[config.mk]
export PLATFORM = sky130hd
export DESIGN_NAME = data_mem_arbiter_flat
export DESIGN_NICKNAME = d
export VERILOG_FILES = /design/src/rtl/data_mem_arbiter_pkg.sv /design/src/rtl/data_mem_arbiter_if.sv /design/src/rtl/rr_arbiter2.sv /design/src/rtl/data_mem_arbiter.sv /design/src/flat_wrapper.sv
export SDC_FILE = /design/constraint.sdc
export NUM_CORES = 1
export LEC_CHECK = 0
export CAP_MARGIN = 30
export CORE_MARGIN = 1
export CORE_UTILIZATION = 38
export CTS_CLUSTER_DIAMETER = 120
export DETAILED_ROUTE_END_ITERATION = 8
export GPL_TIMING_DRIVEN = 0
export PLACE_DENSITY_LB_ADDON = 0.15
export SLEW_MARGIN = 20
export SYNTH_ARGS = -nofsm -noshare
export SYNTH_HDL_FRONTEND = slang
export SYNTH_SLANG_ARGS = --single-unit
[constraint.sdc]
create_clock -name Clock -period 2.73 [get_ports Clock]
set_input_delay 0.273 -clock Clock [delete_from_list [all_inputs] [get_ports Clock]]
set_output_delay 0.273 -clock Clock [all_outputs]
set_load 0.02 [all_outputs]
[src/rtl/data_mem_arbiter_pkg.sv]
// Shared definitions for the two-requester data memory arbiter:
// FSM encoding, requester indices and the data word width.
package data_mem_arbiter_pkg;

    localparam int WORD_W  = 24;
    localparam int REQ_CPU = 0;
    localparam int REQ_LDR = 1;

    typedef enum logic [1:0] {
        IDLE   = 2'd0,
        ACCESS = 2'd1,
        RESP   = 2'd2
    } state_t;

    // Requester index to its bit in Gnt/Done/Err.
    function automatic logic [1:0] oneHot(input logic idx);
        return idx ? 2'b10 : 2'b01;
    endfunction

endpackage

[src/rtl/data_mem_arbiter_if.sv]
// Bundle of requester handshake and data memory bus signals.
// slave is the arbiter's view, master is the requesters-plus-memory view.
interface data_mem_arbiter_if;
    import data_mem_arbiter_pkg::*;

    logic [1:0]        Req;
    logic [1:0]        Write;
    logic [WORD_W-1:0] Addr0;
    logic [WORD_W-1:0] Addr1;
    logic [WORD_W-1:0] WData0;
    logic [WORD_W-1:0] WData1;
    logic [1:0]        Gnt;
    logic [1:0]        Done;
    logic [1:0]        Err;
    logic [WORD_W-1:0] RData;
    logic [WORD_W-1:0] MemAddress;
    logic [WORD_W-1:0] MemWriteData;
    logic              MemWrite;
    logic              MemRead;
    logic [WORD_W-1:0] MemReadData;

    modport slave (
        input  Req, Write, Addr0, Addr1, WData0, WData1, MemReadData,
        output Gnt, Done, Err, RData, MemAddress, MemWriteData, MemWrite, MemRead
    );

    modport master (
        output Req, Write, Addr0, Addr1, WData0, WData1, MemReadData,
        input  Gnt, Done, Err, RData, MemAddress, MemWriteData, MemWrite, MemRead
    );

endinterface

[src/rtl/rr_arbiter2.sv]
// Two-input round-robin grant logic; the last-served pointer starts on the
// Loader so the CPU wins the first contended request after reset.
module rr_arbiter2
    import data_mem_arbiter_pkg::*;
(
    input  logic       Clock,
    input  logic       Reset,
    input  logic [1:0] req,
    input  logic       update,
    input  logic       servedIdx,
    output logic [1:0] grant,
    output logic       winnerIdx
);

    logic lastServed;

    always_ff @(posedge Clock or posedge Reset) begin
        if (Reset) begin
            lastServed <= 1'(REQ_LDR);
        end else if (update) begin
            lastServed <= servedIdx;
        end
    end

    // On contention the requester that was not served last wins.
    always_comb begin
        winnerIdx = 1'(REQ_CPU);
        grant     = 2'b00;
        case (req)
            2'b01:   winnerIdx = 1'(REQ_CPU);
            2'b10:   winnerIdx = 1'(REQ_LDR);
            2'b11:   winnerIdx = (lastServed == 1'(REQ_LDR)) ? 1'(REQ_CPU) : 1'(REQ_LDR);
            default: winnerIdx = 1'(REQ_CPU);
        endcase
        if (req != 2'b00) begin
            grant = oneHot(winnerIdx);
        end
    end

endmodule

[src/rtl/data_mem_arbiter.sv]
// Arbitrates CPU and Loader access to a single-port byte-addressed data memory.
// All outputs are registered, so each appears in the cycle after the state that issues it.
module data_mem_arbiter #(
    parameter int MEM_BYTES = 128,
    parameter int WORD_W    = data_mem_arbiter_pkg::WORD_W
) (
    input  logic              Clock,
    input  logic              Reset,
    data_mem_arbiter_if.slave bus
);
    import data_mem_arbiter_pkg::*;

    // Highest legal start address of a 3-byte big-endian word.
    localparam logic [WORD_W-1:0] ADDR_LIMIT = WORD_W'(MEM_BYTES - 3);

    state_t            state;
    logic              curIdx;
    logic              curWrite;
    logic              curErr;
    logic [1:0]        arbGrant;
    logic              winnerIdx;
    logic [WORD_W-1:0] winAddr;
    logic [WORD_W-1:0] winWData;

    rr_arbiter2 u_arb (
        .Clock     (Clock),
        .Reset     (Reset),
        .req       (bus.Req),
        .update    (state == RESP),
        .servedIdx (curIdx),
        .grant     (arbGrant),
        .winnerIdx (winnerIdx)
    );

    assign winAddr  = winnerIdx ? bus.Addr1  : bus.Addr0;
    assign winWData = winnerIdx ? bus.WData1 : bus.WData0;

    always_ff @(posedge Clock or posedge Reset) begin
        if (Reset) begin
            state            <= IDLE;
            curIdx           <= 1'b0;
            curWrite         <= 1'b0;
            curErr           <= 1'b0;
            bus.Gnt          <= 2'b00;
            bus.Done         <= 2'b00;
            bus.Err          <= 2'b00;
            bus.RData        <= '0;
            bus.MemAddress   <= '0;
            bus.MemWriteData <= '0;
            bus.MemWrite     <= 1'b0;
            bus.MemRead      <= 1'b0;
        end else begin
            bus.Gnt      <= 2'b00;
            bus.Done     <= 2'b00;
            bus.Err      <= 2'b00;
            bus.MemWrite <= 1'b0;
            bus.MemRead  <= 1'b0;
            // Read data is valid only while the read strobe is on the bus.
            if (bus.MemRead) begin
                bus.RData <= bus.MemReadData;
            end
            case (state)
                IDLE: begin
                    if (bus.Req != 2'b00) begin
                        bus.Gnt          <= arbGrant;
                        curIdx           <= winnerIdx;
                        curWrite         <= bus.Write[winnerIdx];
                        curErr           <= (winAddr > ADDR_LIMIT);
                        bus.MemAddress   <= winAddr;
                        bus.MemWriteData <= winWData;
                        state            <= ACCESS;
                    end
                end
                ACCESS: begin
                    bus.MemWrite <= curWrite & ~curErr;
                    bus.MemRead  <= ~curWrite & ~curErr;
                    state        <= RESP;
                end
                RESP: begin
                    bus.Done <= oneHot(curIdx);
                    bus.Err  <= curErr ? oneHot(curIdx) : 2'b00;
                    state    <= IDLE;
                end
                default: begin
                    state <= IDLE;
                end
            endcase
        end
    end

    assert property (@(posedge Clock) disable iff (Reset) $onehot0(bus.Gnt));
    assert property (@(posedge Clock) disable iff (Reset) $onehot0(bus.Done));
    assert property (@(posedge Clock) disable iff (Reset) $onehot0(bus.Err));
    assert property (@(posedge Clock) disable iff (Reset) !(bus.MemWrite && bus.MemRead));

endmodule

[src/flat_wrapper.sv]
// flat-port wrapper written by rule: the top's interface ports become plain ports
module data_mem_arbiter_flat import data_mem_arbiter_pkg::*;
#(
    parameter int MEM_BYTES = 128,
    parameter int WORD_W    = data_mem_arbiter_pkg::WORD_W
)
  (Clock, Reset, bus_Req, bus_Write, bus_Addr0, bus_Addr1, bus_WData0, bus_WData1, bus_MemReadData, bus_Gnt, bus_Done, bus_Err, bus_RData, bus_MemAddress, bus_MemWriteData, bus_MemWrite, bus_MemRead);
  data_mem_arbiter_if bus_i ();
  input  logic Clock;
  input  logic Reset;
  input wire logic [$bits(bus_i.Req)-1:0] bus_Req;
  input wire logic [$bits(bus_i.Write)-1:0] bus_Write;
  input wire logic [$bits(bus_i.Addr0)-1:0] bus_Addr0;
  input wire logic [$bits(bus_i.Addr1)-1:0] bus_Addr1;
  input wire logic [$bits(bus_i.WData0)-1:0] bus_WData0;
  input wire logic [$bits(bus_i.WData1)-1:0] bus_WData1;
  input wire logic [$bits(bus_i.MemReadData)-1:0] bus_MemReadData;
  output wire logic [$bits(bus_i.Gnt)-1:0] bus_Gnt;
  output wire logic [$bits(bus_i.Done)-1:0] bus_Done;
  output wire logic [$bits(bus_i.Err)-1:0] bus_Err;
  output wire logic [$bits(bus_i.RData)-1:0] bus_RData;
  output wire logic [$bits(bus_i.MemAddress)-1:0] bus_MemAddress;
  output wire logic [$bits(bus_i.MemWriteData)-1:0] bus_MemWriteData;
  output wire logic [$bits(bus_i.MemWrite)-1:0] bus_MemWrite;
  output wire logic [$bits(bus_i.MemRead)-1:0] bus_MemRead;
  assign bus_i.Req = bus_Req;
  assign bus_i.Write = bus_Write;
  assign bus_i.Addr0 = bus_Addr0;
  assign bus_i.Addr1 = bus_Addr1;
  assign bus_i.WData0 = bus_WData0;
  assign bus_i.WData1 = bus_WData1;
  assign bus_i.MemReadData = bus_MemReadData;
  assign bus_Gnt = bus_i.Gnt;
  assign bus_Done = bus_i.Done;
  assign bus_Err = bus_i.Err;
  assign bus_RData = bus_i.RData;
  assign bus_MemAddress = bus_i.MemAddress;
  assign bus_MemWriteData = bus_i.MemWriteData;
  assign bus_MemWrite = bus_i.MemWrite;
  assign bus_MemRead = bus_i.MemRead;
  data_mem_arbiter #(.MEM_BYTES(MEM_BYTES), .WORD_W(WORD_W)) u_core (.Clock(Clock), .Reset(Reset), .bus(bus_i));
endmodule
# Word-level counts from Yosys, hierarchy flattened

Cells that the tools add are included.
W data, S select, Z words.

Output and inout bits: 80
Input bits: 126
Bits in registers: 86
Logic and storage cells: 44

Reduce and logical (&&, ||, !) cells: 3
Order comparisons: 2
Equal/unequal tests: 5
Bitwise gates (word level): 4
Mux-type cells: 17

Operator list:

| operator              | number |
|---|---|
| $mux W24              | 2 |
| $gt A24 B7 Y1 const B | 1 |
| $mux W2               | 8 |
| $eq A2 B2 Y1 const B  | 3 |
| $mux W1               | 5 |
| $pmux W2 S2           | 1 |
| $and A1 B1 Y1         | 2 |
| $eq A2 B1 Y1 const B  | 1 |
| $logic_not A2 Y1      | 1 |
| $lt A1 B2 Y1 const B  | 1 |
| $ne A2 B1 Y1 const B  | 1 |
| $not A1 Y1            | 2 |
| $pmux W1 S2           | 1 |
| $reduce_and A2 Y1     | 1 |
| $reduce_bool A2 Y1    | 1 |

# Depth between registers and ports, before layout

Depth after elaboration: 5
Depth in mapped cells: 7
Mapped depth without buffers: 5

# Cells and area by module

A second synthesis with hierarchy kept.

Cell total of the unflattened synthesis: 319
Area, all modules: 3,707.3 µm²

Modules (own cells, without submodules):

| module           | cells an instance | seq. area each (µm²) | instances | area each (µm²) |
|---|---|---|---|---|
| data_mem_arbiter | 311               | 2,127.0              | 1         | 3,642.2 |
| rr_arbiter2      | 8                 | 26.3                 | 1         | 65.1 |

# Least setup slack after synthesis

Ideal clock, no wire load.

Path type: reg-to-reg
Start point: reg u_core.u_arb.lastServed
End point: reg u_core.bus.MemWriteData[0]
Data required time: 2,665 ps
Setup time: 65 ps
Setup slack: 1,276 ps
Path buffers: 1
Period minus slack after synthesis: 1,454 ps
Arrival time: 1,389 ps
Stages on the path, launching flop included: 6
Cell sequence: dfstp_2 -> a21boi_2 -> nor4_4 -> buf_2 -> a22oi_1 -> nand2_1

Cells in the longest elaborated chain, start to end: 3

RTL lines:

| item                   | RTL line                  | text |
|---|---|---|
| start, declared        | rr_arbiter2.sv:15         | `logic lastServed;` |
| start signal, assigned | rr_arbiter2.sv:19         | `lastServed <= 1'(REQ_LDR);` |
| start signal, assigned | rr_arbiter2.sv:21         | `lastServed <= servedIdx;` |
| $mux W1                | rr_arbiter2.sv:32         | `2'b11: winnerIdx = (lastServed == 1'(REQ_LDR)) ? 1'(REQ_CPU) : 1'(REQ_LDR);` |
| $pmux W1 S2            | rr_arbiter2.sv:29         | `case (req)` |
| $mux W24               | data_mem_arbiter.sv:36    | `assign winWData = winnerIdx ? bus.WData1 : bus.WData0;` |
| end signal, assigned   | data_mem_arbiter.sv:70    | `bus.MemWriteData <= winWData;` |
| end, declared          | data_mem_arbiter_if.sv:24 | `output Gnt, Done, Err, RData, MemAddress, MemWriteData, MemWrite, MemRead` |

Every way passes these cells.
A chain may end at the register's enable or synchronous reset.

# Worst setup path in the final report

Start point: reg u_core.u_arb.lastServed
End point: reg u_core.bus.MemWriteData[5]

Same word-level chain as after synthesis.

==> impl_metrics.ini <==
[worst_setup_path]
required_ns = 3.02
crit_path_end_kind = flip-flop
crit_arrival_ns = 2.07
crit_fanout = 10
startpoint_type = flip-flop
reg2regPathDepth = 5
worstSetupPathType = flip-flop to flip-flop

[yosys]
syn_avg_cell_area_um2 = 10.55
synth_cells = 342
synth_warnings = 0
ys_types = 31
syn_nets = 468
synth_seq_area_share_pct = 59.67
ys_seq_elements = 86
netlist_area_mm2 = 0.003608

[clock_network]
cts_hold_buf = 0
clock_sink_count = 86
cts_resized = 0
cts_tree = yes
clock_latency_ns = 0.34
cts.path.max_buffers = 2
numCtsBuffers = 9
cts.clk_slew.worst_paths_ns = 0.09
cts_root_buf = clkbuf_8
postCtsSetupBuffers = 0
htreeDepth = 3

[floorplanning]
core_mm2 = 0.009240
fp.dieW_um = 99.45
die_area_mm2 = 0.009889
initial_core_util_pct = 39.05
row_count = 35
num_io_pins = 206
die_h_um = 99.45

[timing]
setup_viol_count_final = 0
tightest_slew_ns = 0.5498
fin_crit_ns = 1.788
tns_ns = 0
max_freq_ghz = 0.5594
period_share_pct = 65.49
final-hold-violation-count = 0
maxSlewViolCount = 0
maxSlewHeadroom_pct = 63.07
clock_skew_ns = 0.008104
rsz0062_at_grt = false

[detailed_routing]
drt_iter0_markers = 125
drc = 0
via_count = 3375
dr.pass1.iters = 5
via_per_inst = 4.870
routedWlPerCell_um = 14.29
ant_nets = 0
drt_wl_total_um = 9906

[cells_and_area]
layout_commonest_cell = clkdlybuf4s50_1
layout.cells.non_filler = 693
final_cell_mix = 205 x clkdlybuf4s50_1, 99 x nand2_1, 85 x dfrtp_1
finish.net_count = 685
diodes = 0
syn2layout_area_growth_pct = 67.65
multiInputGateArea_mm2 = 0.001331
seqCellArea_mm2 = 0.002153
fill_cells = 775
drive_gt1_share_pct = 10.11

[global_routing]
grt_first_pass_wirelength_um = 15570
grt_pass1_vias = 3302
overflow = 0
antenna_found_initial = 0
grt_max_degree = 58
grt.total_usage_pct = 20.26

[run]
maxCapViolCount = 0

[placed_design]
placedCellCount = 677
port_buffers = 205
hpwl_um = 7720
gp_congestion = 0.8868

[power]
powerDensity_mw_per_mm2 = 911.5
p_leak_nw = 2.660
max-vdd-ir-drop_v = 0.0004425

[run_status]
status = finished clean

[worst_hold_path]
hp-class = input pin to async pin
[logic make-up (layout without fill, tap and decap cells)]
family,Yosys count,count (layout),share of synthesized area (%)
AOI/OAI and AO/OA,59,59,11.72
buffers and inverters,23,245,3.432
DFF,86,86,59.67
muxes,24,24,7.490
and+or+nand+nor,150,150,17.68
[layout make-up]
type	instances	area share, %
clock inverter	6	1.158
buffer	19	1.799
clock buffer	10	2.110
timing repair buffer	206	34.37
multi-input combinational	233	22.01
inverter	4	0.2896
sequential	86	35.59
tap	129	2.668
[critical path, stage by stage (launching register included)]
cell,delay [ns]
dfstp_2,0.57
a21boi_2,0.13
nor4_4,0.51
buf_2,0.33
a22oi_1,0.10
nand2_1,0.09
[final timing paths]
path	end	from	slack (ns)
hold / removal	u_core.bus.RData[1]	Reset	0.26
setup reg to reg	u_core.bus.MemWriteData[5]	u_core.u_arb.lastServed	0.94
hold reg to reg	u_core.bus.MemRead	u_core.curWrite	0.45
min in group Clock	u_core.bus.MemRead	u_core.curWrite	0.45
max in group asynchronous	u_core.u_arb.lastServed	Reset	1.82
setup / recovery	u_core.bus.MemWriteData[5]	u_core.u_arb.lastServed	0.94
[registers in the layout, indices dropped and copies added (netlist names)]
| signal | cells |
|---|---|
| u_core.bus.Gnt | 2 |
| u_core.bus.Err | 2 |
| u_core.curErr | 1 |
| u_core.bus.MemWrite | 1 |
| u_core.curWrite | 1 |
| u_core.bus.Done | 2 |
| u_core.bus.MemWriteData | 24 |
| u_core.bus.MemAddress | 24 |
| u_core.bus.MemRead | 1 |
| u_core.u_arb.lastServed | 1 |
| u_core.state | 2 |
| u_core.curIdx | 1 |
| u_core.bus.RData | 24 |
[power by group]
group          total [W]  internal [W]  switching, W
logic            0.00265       0.00125       0.00140
clock network   0.000882      0.000430      0.000452
registers        0.00198       0.00173      0.000255
[cell usage after synthesis, drive strengths merged]
cell,number,area [um2]
nor3,1,16.27
nor2,32,120.1
nor2b,2,12.51
o21ai,2,13.76
inv,4,15.01
nand2,99,371.6
nand2b,1,6.260
and3b,1,8.760
o2111ai,2,17.52
a41oi,1,8.760
dfstp,1,26.28
a31oi,22,137.6
a22oi,26,195.2
a21boi,1,11.26
clkbuf,8,30.03
nand3,1,5.000
a21o,2,15.01
o32ai,1,8.760
nand4,3,18.77
a21oi,1,5.000
nor3b,1,7.510
buf,11,78.82
a21bo,1,10.01
nor4,7,58.81
mux2,24,270.3
and2,2,12.51
dfrtp,85,2127
[through the flow]
step	utilization, %	hold WS (ns)	power [W]	setup slack [ns]	area, um2
3_3_place_gp	63.01	0.4454	0.004626	-1.103	5822
4_1_cts	65.47	0.2549	0.005589	0.9234	6050
3_5_place_dp	63.33	0.4410	0.004680	0.5922	5852
6_report	65.47	0.2559	0.005514	0.9422	6050
5_1_grt	65.47	0.2715	0.005892	0.7749	6050
2_1_floorplan	-	0.4082	0.003367	0.2368	3608
[routing by layer]
metal | share of wire [%] | vias to the layer above | GRT usage, %
li1 | - | 1616 | -
met1 | 41 | 1598 | 24.17
met2 | 50 | 145 | 34.78
met3 | 7.3 | 16 | 5.200
met4 | 1.8 | 0 | 8.597
met5 | 0 | - | 0
No activity file was read; power rests on OpenSTA's default activity.
